$ cat config.mk
export PLATFORM = sky130hd
export DESIGN_NAME = rom_access_arbiter_flat
export DESIGN_NICKNAME = d
export VERILOG_FILES = /design/src/rtl/rom_access_arbiter_if.sv /design/src/rtl/rom_access_arbiter.sv /design/src/flat_wrapper.sv
export SDC_FILE = /design/constraint.sdc
export NUM_CORES = 1
export LEC_CHECK = 0
export ABC_AREA = 1
export CELL_PAD_IN_SITES_DETAIL_PLACEMENT = 0
export CELL_PAD_IN_SITES_GLOBAL_PLACEMENT = 1
export CORE_MARGIN = 5
export CORE_UTILIZATION = 31
export CTS_CLUSTER_DIAMETER = 30
export DETAILED_ROUTE_END_ITERATION = 12
export PLACE_DENSITY_LB_ADDON = 0.1
export SLEW_MARGIN = 10
export SYNTH_ARGS = -nofsm -noshare
export SYNTH_HDL_FRONTEND = slang
export SYNTH_SLANG_ARGS = --single-unit
$ cat constraint.sdc
create_clock -name clk -period 1.4 [get_ports clk]
set_input_delay 0.28 -clock clk [delete_from_list [all_inputs] [get_ports clk]]
set_output_delay 0.28 -clock clk [all_outputs]
set_load 0.01 [all_outputs]
$ cat src/rtl/rom_access_arbiter_if.sv
`default_nettype none
// ============================================================================
// Module   : rom_access_arbiter_if
// Brief    : Request/grant/data bundle between ROM requesters and the arbiter.
// Revision : 1.0
// ============================================================================
interface rom_access_arbiter_if #(
    parameter int DATA_W = 16
);
    logic              req0;
    logic              req1;
    logic [DATA_W-1:0] rom_data;
    logic              rom_select;
    logic              grant0;
    logic              grant1;
    logic              valid0;
    logic              valid1;
    logic [DATA_W-1:0] data;
    logic              busy;

    modport master (
        output req0, req1, rom_data,
        input  rom_select, grant0, grant1, valid0, valid1, data, busy
    );

    modport slave (
        input  req0, req1, rom_data,
        output rom_select, grant0, grant1, valid0, valid1, data, busy
    );
endinterface
`default_nettype wire

$ cat src/rtl/rom_access_arbiter.sv
`default_nettype none
// ============================================================================
// Module   : rom_access_arbiter
// Brief    : Round-robin sharing of the program ROM between CPU fetch and the
//            loader port; counts ROM latency and returns the captured word.
// Revision : 1.0
// ============================================================================
module rom_access_arbiter #(
    parameter int ROM_LATENCY = 1,
    parameter int DATA_W      = 16
) (
    input  wire logic             clk,
    input  wire logic             rst,
    rom_access_arbiter_if.slave   bus
);
    localparam int c_CNT_W = 4;

    typedef enum logic [0:0] {
        ST_IDLE = 1'b0,
        ST_WAIT = 1'b1
    } state_t;

    state_t               r_state;
    logic [c_CNT_W-1:0]   r_cnt;
    logic                 r_last;
    logic                 r_sel;
    logic                 r_grant0;
    logic                 r_grant1;
    logic                 r_valid0;
    logic                 r_valid1;
    logic [DATA_W-1:0]    r_data;
    logic                 r_busy;

    state_t               w_state_nxt;
    logic [c_CNT_W-1:0]   w_cnt_nxt;
    logic                 w_last_nxt;
    logic                 w_sel_nxt;
    logic                 w_grant0_nxt;
    logic                 w_grant1_nxt;
    logic                 w_valid0_nxt;
    logic                 w_valid1_nxt;
    logic [DATA_W-1:0]    w_data_nxt;
    logic                 w_busy_nxt;
    logic                 w_winner;

    always_comb begin
        w_state_nxt  = r_state;
        w_cnt_nxt    = r_cnt;
        w_last_nxt   = r_last;
        w_sel_nxt    = r_sel;
        w_grant0_nxt = 1'b0;
        w_grant1_nxt = 1'b0;
        w_valid0_nxt = 1'b0;
        w_valid1_nxt = 1'b0;
        w_data_nxt   = r_data;
        w_busy_nxt   = r_busy;
        // On a tie the requester that did not win last time goes next.
        w_winner     = (bus.req0 && bus.req1) ? ~r_last : bus.req1;

        case (r_state)
            ST_IDLE: begin
                if (bus.req0 || bus.req1) begin
                    w_sel_nxt    = w_winner;
                    w_grant0_nxt = ~w_winner;
                    w_grant1_nxt = w_winner;
                    w_last_nxt   = w_winner;
                    w_cnt_nxt    = c_CNT_W'(ROM_LATENCY - 1);
                    w_busy_nxt   = 1'b1;
                    w_state_nxt  = ST_WAIT;
                end
            end
            ST_WAIT: begin
                if (r_cnt != '0) begin
                    w_cnt_nxt = r_cnt - 1'b1;
                end else begin
                    w_data_nxt   = bus.rom_data;
                    w_valid0_nxt = ~r_sel;
                    w_valid1_nxt = r_sel;
                    w_busy_nxt   = 1'b0;
                    w_state_nxt  = ST_IDLE;
                end
            end
            default: begin
                w_state_nxt = ST_IDLE;
            end
        endcase
    end

    always_ff @(posedge clk or posedge rst) begin
        if (rst) begin
            r_state  <= ST_IDLE;
            r_cnt    <= '0;
            r_last   <= 1'b1;
            r_sel    <= 1'b0;
            r_grant0 <= 1'b0;
            r_grant1 <= 1'b0;
            r_valid0 <= 1'b0;
            r_valid1 <= 1'b0;
            r_data   <= '0;
            r_busy   <= 1'b0;
        end else begin
            r_state  <= w_state_nxt;
            r_cnt    <= w_cnt_nxt;
            r_last   <= w_last_nxt;
            r_sel    <= w_sel_nxt;
            r_grant0 <= w_grant0_nxt;
            r_grant1 <= w_grant1_nxt;
            r_valid0 <= w_valid0_nxt;
            r_valid1 <= w_valid1_nxt;
            r_data   <= w_data_nxt;
            r_busy   <= w_busy_nxt;
        end
    end

    assign bus.rom_select = r_sel;
    assign bus.grant0     = r_grant0;
    assign bus.grant1     = r_grant1;
    assign bus.valid0     = r_valid0;
    assign bus.valid1     = r_valid1;
    assign bus.data       = r_data;
    assign bus.busy       = r_busy;
endmodule
`default_nettype wire

$ cat src/flat_wrapper.sv
// flat-port wrapper written by rule: the top's interface ports become plain ports
module rom_access_arbiter_flat 
#(
    parameter int ROM_LATENCY = 1,
    parameter int DATA_W      = 16
)
  (clk, rst, bus_req0, bus_req1, bus_rom_data, bus_rom_select, bus_grant0, bus_grant1, bus_valid0, bus_valid1, bus_data, bus_busy);
  rom_access_arbiter_if #(.DATA_W(DATA_W)) bus_i ();
  input  wire logic clk;
  input  wire logic rst;
  input wire logic [$bits(bus_i.req0)-1:0] bus_req0;
  input wire logic [$bits(bus_i.req1)-1:0] bus_req1;
  input wire logic [$bits(bus_i.rom_data)-1:0] bus_rom_data;
  output wire logic [$bits(bus_i.rom_select)-1:0] bus_rom_select;
  output wire logic [$bits(bus_i.grant0)-1:0] bus_grant0;
  output wire logic [$bits(bus_i.grant1)-1:0] bus_grant1;
  output wire logic [$bits(bus_i.valid0)-1:0] bus_valid0;
  output wire logic [$bits(bus_i.valid1)-1:0] bus_valid1;
  output wire logic [$bits(bus_i.data)-1:0] bus_data;
  output wire logic [$bits(bus_i.busy)-1:0] bus_busy;
  assign bus_i.req0 = bus_req0;
  assign bus_i.req1 = bus_req1;
  assign bus_i.rom_data = bus_rom_data;
  assign bus_rom_select = bus_i.rom_select;
  assign bus_grant0 = bus_i.grant0;
  assign bus_grant1 = bus_i.grant1;
  assign bus_valid0 = bus_i.valid0;
  assign bus_valid1 = bus_i.valid1;
  assign bus_data = bus_i.data;
  assign bus_busy = bus_i.busy;
  rom_access_arbiter #(.ROM_LATENCY(ROM_LATENCY), .DATA_W(DATA_W)) u_core (.clk(clk), .rst(rst), .bus(bus_i));
endmodule
==> results of run 1 <==
## area by class of cell
| type | instances | area [um^2] |
|---|---|---|
| fill | 353 | 1930 |
| sequential | 28 | 702 |
| timing repair buffer | 46 | 433 |
| multi-input combinational | 85 | 368 |
| tap | 48 | 60.1 |
| clock buffer | 3 | 41.3 |
| inverter | 10 | 37.5 |
| clock inverter | 1 | 30.0 |
## report_power, final
group | total (uW) | switching [uW] | internal, uW | leakage [uW]
combinational | 452 | 233 | 219 | 0.000530
sequential | 980 | 52.5 | 927 | 0.000349
clock | 628 | 245 | 382 | 0.0000357
## per-stage QoR
step	setup WS, ns	total power, uW	cell area [um^2]	utilization, %
final	0.148	2060	1670	46.4
after global routing	0.0273	2190	1670	46.4
after CTS	0.144	2100	1670	46.4
after detailed placement	0.0868	1530	1620	44.9
after global placement	0.111	1520	1620	44.9
after floorplan	0.170	1220	1140	-
## cell usage in the layout (no fill, tap or decap), drive strengths merged
cell type / netlist / routed
o21ai: 1 / 1
nand2: 69 / 69
clkdlybuf4s50: 0 / 19
buf: 3 / 5
nor2: 5 / 5
dfstp: 1 / 1
xor2: 1 / 1
ha: 2 / 2
clkbuf: 0 / 3
dfrtp: 27 / 27
a21boi: 1 / 1
inv: 10 / 10
bufinv: 0 / 1
dlygate4sd2: 0 / 22
nand3: 6 / 6
## critical path: cells and delay by family, from the launching register on
| kind | cells | cell delay (ns) |
|---|---|---|
| adders and majority gates | 1 | 0.19 |
| buffers and inverters | 2 | 0.20 |
| DFF | 1 | 0.41 |
| and+or+nand+nor | 4 | 0.35 |
## timing repair
| action | 4_1_cts | 5_1_grt |
|---|---|---|
| setup buffers | 1 | 0 |
| resized for setup | 22 | 0 |
| endpoints found under the setup margin | 22 | 0 |
## cell families (layout without fill, tap and decap cells)
kind of cell / Yosys count / count (layout) / share of synthesized area (%)
AOI/OAI and AO/OA: 2 / 2 / 1.43
adders and majority gates: 2 / 2 / 2.19
DFF: 28 / 28 / 61.5
buffers and inverters: 13 / 60 / 6.25
xor gates and xnor gates: 1 / 1 / 0.768
and+or+nand+nor: 80 / 80 / 27.9
## routing by layer
| metal | vias up | global-route usage (%) |
|---|---|---|
| met4 | 0 | 3.13 |
| met1 | 416 | 13.0 |
| met5 | - | 0 |
| met2 | 21 | 18.2 |
| li1 | 472 | - |
| met3 | 2 | 2.98 |
## flip-flops by register name (all words and copies together), names as in the netlist
register and cells:
u_core.bus.rom_select 1, u_core.r_cnt 4, u_core.bus.grant1 1, u_core.bus.valid0 1, u_core.bus.grant0 1, u_core.r_state 1
u_core.bus.valid1 1, u_core.r_last 1, u_core.bus.data 16, u_core.bus.busy 1
## final timing paths
check	from	end	slack, ns	cells past startpoint
setup / recovery	u_core.r_cnt[1]	u_core.r_cnt[1]	0.15	7
min in group clk	u_core.bus.busy	u_core.bus.busy	0.47	2
max in group asynchronous	rst	u_core.r_last	0.82	3
setup reg to reg	u_core.r_cnt[1]	u_core.r_cnt[1]	0.15	7
hold / removal	rst	u_core.bus.data[4]	0.36	3
hold reg to reg	u_core.bus.busy	u_core.bus.busy	0.47	2
==> impl_metrics.json, run 1 <==
{
  "status": "complete, no violations",
  "grt_antenna_before_repair": 0,
  "yosysSeqAreaShare_pct": 61.5,
  "cap_violations": 0,
  "rows": 22,
  "drive_above_1_share_pct": 8.67,
  "required_ns": 1.57,
  "htreeDepth": 1,
  "cts_tree": "built",
  "die_y_um": 70.7,
  "vias": 911,
  "crit_arrival_ns": 1.42,
  "clock_path_buffers": 2,
  "yosysMostFrequentCell": "nand2_1",
  "hold_buffers": 0,
  "setup_viol": 0,
  "cts_sinks": 28,
  "top_layer": "met4",
  "io_pins": 42,
  "irDropWorstVdd_mv": 0.549,
  "via_per_inst": 4.12,
  "syn_avg_cell_area_um2": 9.06,
  "critical_path.max_fanout": 6,
  "yosys-top-cells-count": "nand2_1, dfrtp_1, inv_1",
  "worst_pin_slew_ns": 0.339,
  "nNetsFinal": 196,
  "final-hold-violation-count": 0,
  "drc": 0,
  "period_minus_slack_ns": 1.25,
  "synthCells": 126,
  "ant_nets": 0,
  "slowest_delay_ns": 0.41,
  "synth_top_area_share_pct": 59.2,
  "core_area_mm2": 0.00361,
  "grt-ovfl-total": 0,
  "p_per_area_mw_per_mm2": 1230,
  "yosysTopAreaCell": "dfrtp_1",
  "hold_path_class": "input pin to asynchronous set/reset pin",
  "grt_first_pass_wirelength_um": 4370,
  "syn-cell-area_mm2": 0.00114,
  "yosysUniqueCellTypes": 14,
  "synth-seq-cells": 28,
  "wl_met2_um": 1140,
  "critPathKind": "register to register",
  "area_delta_synth_final_pct": 46.5,
  "hold_slack_ns": 0.365,
  "synth_enable_flop_cells": 0,
  "cts.clk_slew.worst_paths_ns": 0.10,
  "gp_congestion": 0.750,
  "dp_hpwl_um": 1840,
  "slew_viol_final": 0,
  "wirelength_um": 2480,
  "slew_headroom_pct": 77.4,
  "cp-end-kind": "register",
  "fmax_mhz": 799,
  "crit_top_cell": "nand2_1",
  "rsz0062_at_grt": "false",
  "synth_fp_nets": 148,
  "m1WireLength_um": 1190,
  "port_buffers": 41,
  "crit_path_start_kind": "register",
  "drt_first_pass_iters": 3,
  "synth_ff_type": "dfrtp_1",
  "leakage_uw": 0.000914,
  "dr_wl_met3_um": 129,
  "cts-buffers-inserted": 3,
  "netlist_top_cells_area": "dfrtp_1, nand2_1, inv_1, buf_6, dfstp_2",
  "n_antenna_cell": 0,
  "synth-async-reset-ratio_pct": 100,
  "timing.final.crit_share_pct": 89.4,
  "skew_ns": 0.00385,
  "fp.dieArea_mm2": 0.00499,
  "avgRoutedWirePerCell_um": 11.2,
  "grt_pass1_vias": 955,
  "worst_path_max_delay_cell": "dfrtp_1",
  "fin_setup_tns_ns": 0,
  "die_x_um": 70.7,
  "yosysWarnings": 0,
  "grt_usage_pct": 10.6,
  "crit_path_cell_trace": "inv_1 > ha_1 > nand2_1 > nand2_1 > inv_1 > nand2_1 > nand2_1",
  "floorplan.initialDensity_pct": 31.6,
  "cts_root_buf": "clkbuf_8",
  "dp_cells": 216,
  "grt_max_degree": 22,
  "final_cells": 221,
  "clk_latency_ns": 0.27,
  "drt_iter0_drc": 46
}
Note: power is estimated with default switching activity, not from simulation.
==> inputs of run 2 (changes only) <==
--- a/config.mk
+++ b/config.mk
@@ -14,6 +14,7 @@
 export DETAILED_ROUTE_END_ITERATION = 12
 export PLACE_DENSITY_LB_ADDON = 0.1
-export SLEW_MARGIN = 10
+export SLEW_MARGIN = 20
 export SYNTH_ARGS = -nofsm -noshare
 export SYNTH_HDL_FRONTEND = slang
 export SYNTH_SLANG_ARGS = --single-unit
+export TNS_END_PERCENT = 30
==> constraint.sdc (replaced) <==
create_clock -name clk -period 1.4 [get_ports clk]
set_input_delay 0.14 -clock clk [delete_from_list [all_inputs] [get_ports clk]]
set_output_delay 0.14 -clock clk [all_outputs]
set_load 0.01 [all_outputs]
==> impl_metrics.json, run 2 (same netlist as run 1, synthesis figures left out) <==
{
  "die_x_um": 70.7,
  "grt_first_pass_wirelength_um": 4360,
  "final-hold-violation-count": 0,
  "irDropWorstVdd_mv": 0.462,
  "rows": 22,
  "ant_nets": 0,
  "use_met2_pct": 17.8,
  "via_per_inst": 4.11,
  "n_antenna_cell": 0,
  "share_seq_of_total_power_pct": 46.3,
  "grt_util_met3_pct": 2.13,
  "hold_path_class": "input pin to asynchronous set/reset pin",
  "vias": 912,
  "slew_headroom_pct": 76.1,
  "cts_sinks": 28,
  "cp-end-kind": "output port",
  "grt_usage_pct": 10.7,
  "cts.clk_slew.worst_paths_ns": 0.10,
  "nNetsFinal": 197,
  "die_y_um": 70.7,
  "clock_path_buffers": 2,
  "clk_latency_ns": 0.27,
  "core_area_mm2": 0.00361,
  "switchingPower_uw": 528,
  "crit_path_start_kind": "register",
  "slowest_delay_ns": 0.54,
  "avgRoutedWirePerCell_um": 11.0,
  "largest_reg_flops": 16,
  "required_ns": 1.26,
  "p_per_area_mw_per_mm2": 1260,
  "critPathKind": "register to output port",
  "worst_pin_slew_ns": 0.359,
  "floorplan.initialDensity_pct": 31.6,
  "use_met1_pct": 14.0,
  "fin_setup_tns_ns": 0,
  "setup_ws_ns": 0.0860,
  "drive_above_1_share_pct": 9.20,
  "clkPwrFrac_pct": 29.1,
  "layout_common_cells": "nand2_1, clkdlybuf4s50_1, dfrtp_1",
  "hold_buffers": 0,
  "port_buffers": 41,
  "drt_first_pass_iters": 4,
  "skew_ns": 0.00669,
  "grt-ovfl-total": 0,
  "htreeDepth": 1,
  "final_cells": 222,
  "dp_cells": 217,
  "cts_tree": "built",
  "wirelength_um": 2440,
  "setup_viol": 0,
  "status": "complete, no violations",
  "fp.dieArea_mm2": 0.00499,
  "cts-buffers-inserted": 3,
  "grt_pass1_vias": 943,
  "cp_top_family": "buffers and inverters",
  "crit_path_cell_trace": "clkdlybuf4s50_1",
  "final_common_cell": "nand2_1",
  "internal_power_uw": 1610,
  "leakage_uw": 0.000876,
  "cap_violations": 0,
  "p_sw_share_pct": 24.7,
  "slew_viol_final": 0,
  "cp_num_buf_inv": 1,
  "grt_max_degree": 29,
  "io_pins": 42,
  "crit_arrival_ns": 1.17,
  "hold_slack_ns": 0.228,
  "final_util_pct": 47.1,
  "cts_root_buf": "clkbuf_8",
  "drt_iter0_drc": 16,
  "pwr-share-comb_pct": 24.6,
  "fill_cells": 346,
  "gp_congestion": 0.692,
  "place_worst_setup_slack_ns": 0.165,
  "dp_hpwl_um": 1850,
  "drc": 0,
  "worst_path_max_delay_cell": "clkdlybuf4s50_1",
  "critical_path.max_fanout": 2,
  "rsz0062_at_grt": "false",
  "area_delta_synth_final_pct": 48.9,
  "fmax_mhz": 761,
  "timing.final.crit_share_pct": 93.9,
  "grt_antenna_before_repair": 0,
  "busiest_layer": "met2",
  "period_minus_slack_ns": 1.31
}
[run 2: changes by cell type in the layout (fill, tap and decap cells not counted), sizes merged]
| cell | before | now |
|---|---|---|
| clkdlybuf4s50 | 19 | 40 |
| dlygate4sd2 | 22 | 0 |
| buf | 5 | 6 |
| dlymetal6s2s | 0 | 1 |
[run 2: worst reg2reg max path: stages, from the launching register on]
cell and delay (ns):
dfrtp_1 0.41, inv_1 0.08, ha_1 0.18, nand2_1 0.06, nand2_1 0.16, inv_1 0.12
nand2_1 0.07, nand2_1 0.05
[run 2: through the flow]
step	total power, uW	cell area, um^2
floorplan	1220	1140
global placement	1530	1620
detailed placement	1530	1620
CTS	2170	1690
global route	2260	1700
finish	2140	1700
[run 2: path summary, 6_finish.rpt]
| kind | startpoint | cells past startpoint | to | slack, ns |
|---|---|---|---|---|
| min reg2reg | u_core.r_last | 2 | u_core.r_last | 0.47 |
| min in group clk | bus_rom_data[4] | 3 | u_core.bus.data[4] | 0.40 |
| min | rst | 3 | u_core.bus.data[6] | 0.23 |
| max reg2reg | u_core.r_cnt[1] | 7 | u_core.r_cnt[1] | 0.18 |
| max in group asynchronous | rst | 3 | u_core.r_last | 0.87 |
| max | u_core.bus.data[2] | 1 | bus_data[2] | 0.09 |
[run 2: area by class of cell]
cell class / instances / area [um^2] / area share (%)
Inverter: 10 / 40.0 / 2.36
Clock inverter: 1 / 30.0 / 1.77
Timing Repair Buffer: 47 / 458 / 27.0
Tap cell: 48 / 60.1 / 3.53
Multi-Input combinational cell: 85 / 368 / 21.6
Sequential cell: 28 / 702 / 41.3
Clock buffer: 3 / 41.3 / 2.43
[run 2: power groups by stage]
stage	sequential, uW	clock (uW)	combinational (uW)
after global routing	1000	680	580
after global placement	1000	0	522
after CTS	990	649	529
after floorplan	1050	0	166
final	988	621	526
after detailed placement	1010	0	527
[run 2: per-layer routing]
metal	wire [um]	part of all wire, %	vias up
met1	1140	47	416
met4	23	0.94	0
met5	0	0	-
li1	-	-	473
met3	130	5.3	2
met2	1150	47	21
[run 2: repair_timing]
action                                  in CTS  in global routing
endpoints found under the setup margin       0                  2
buffers inserted                             0                  1
resized for setup                            0                  3
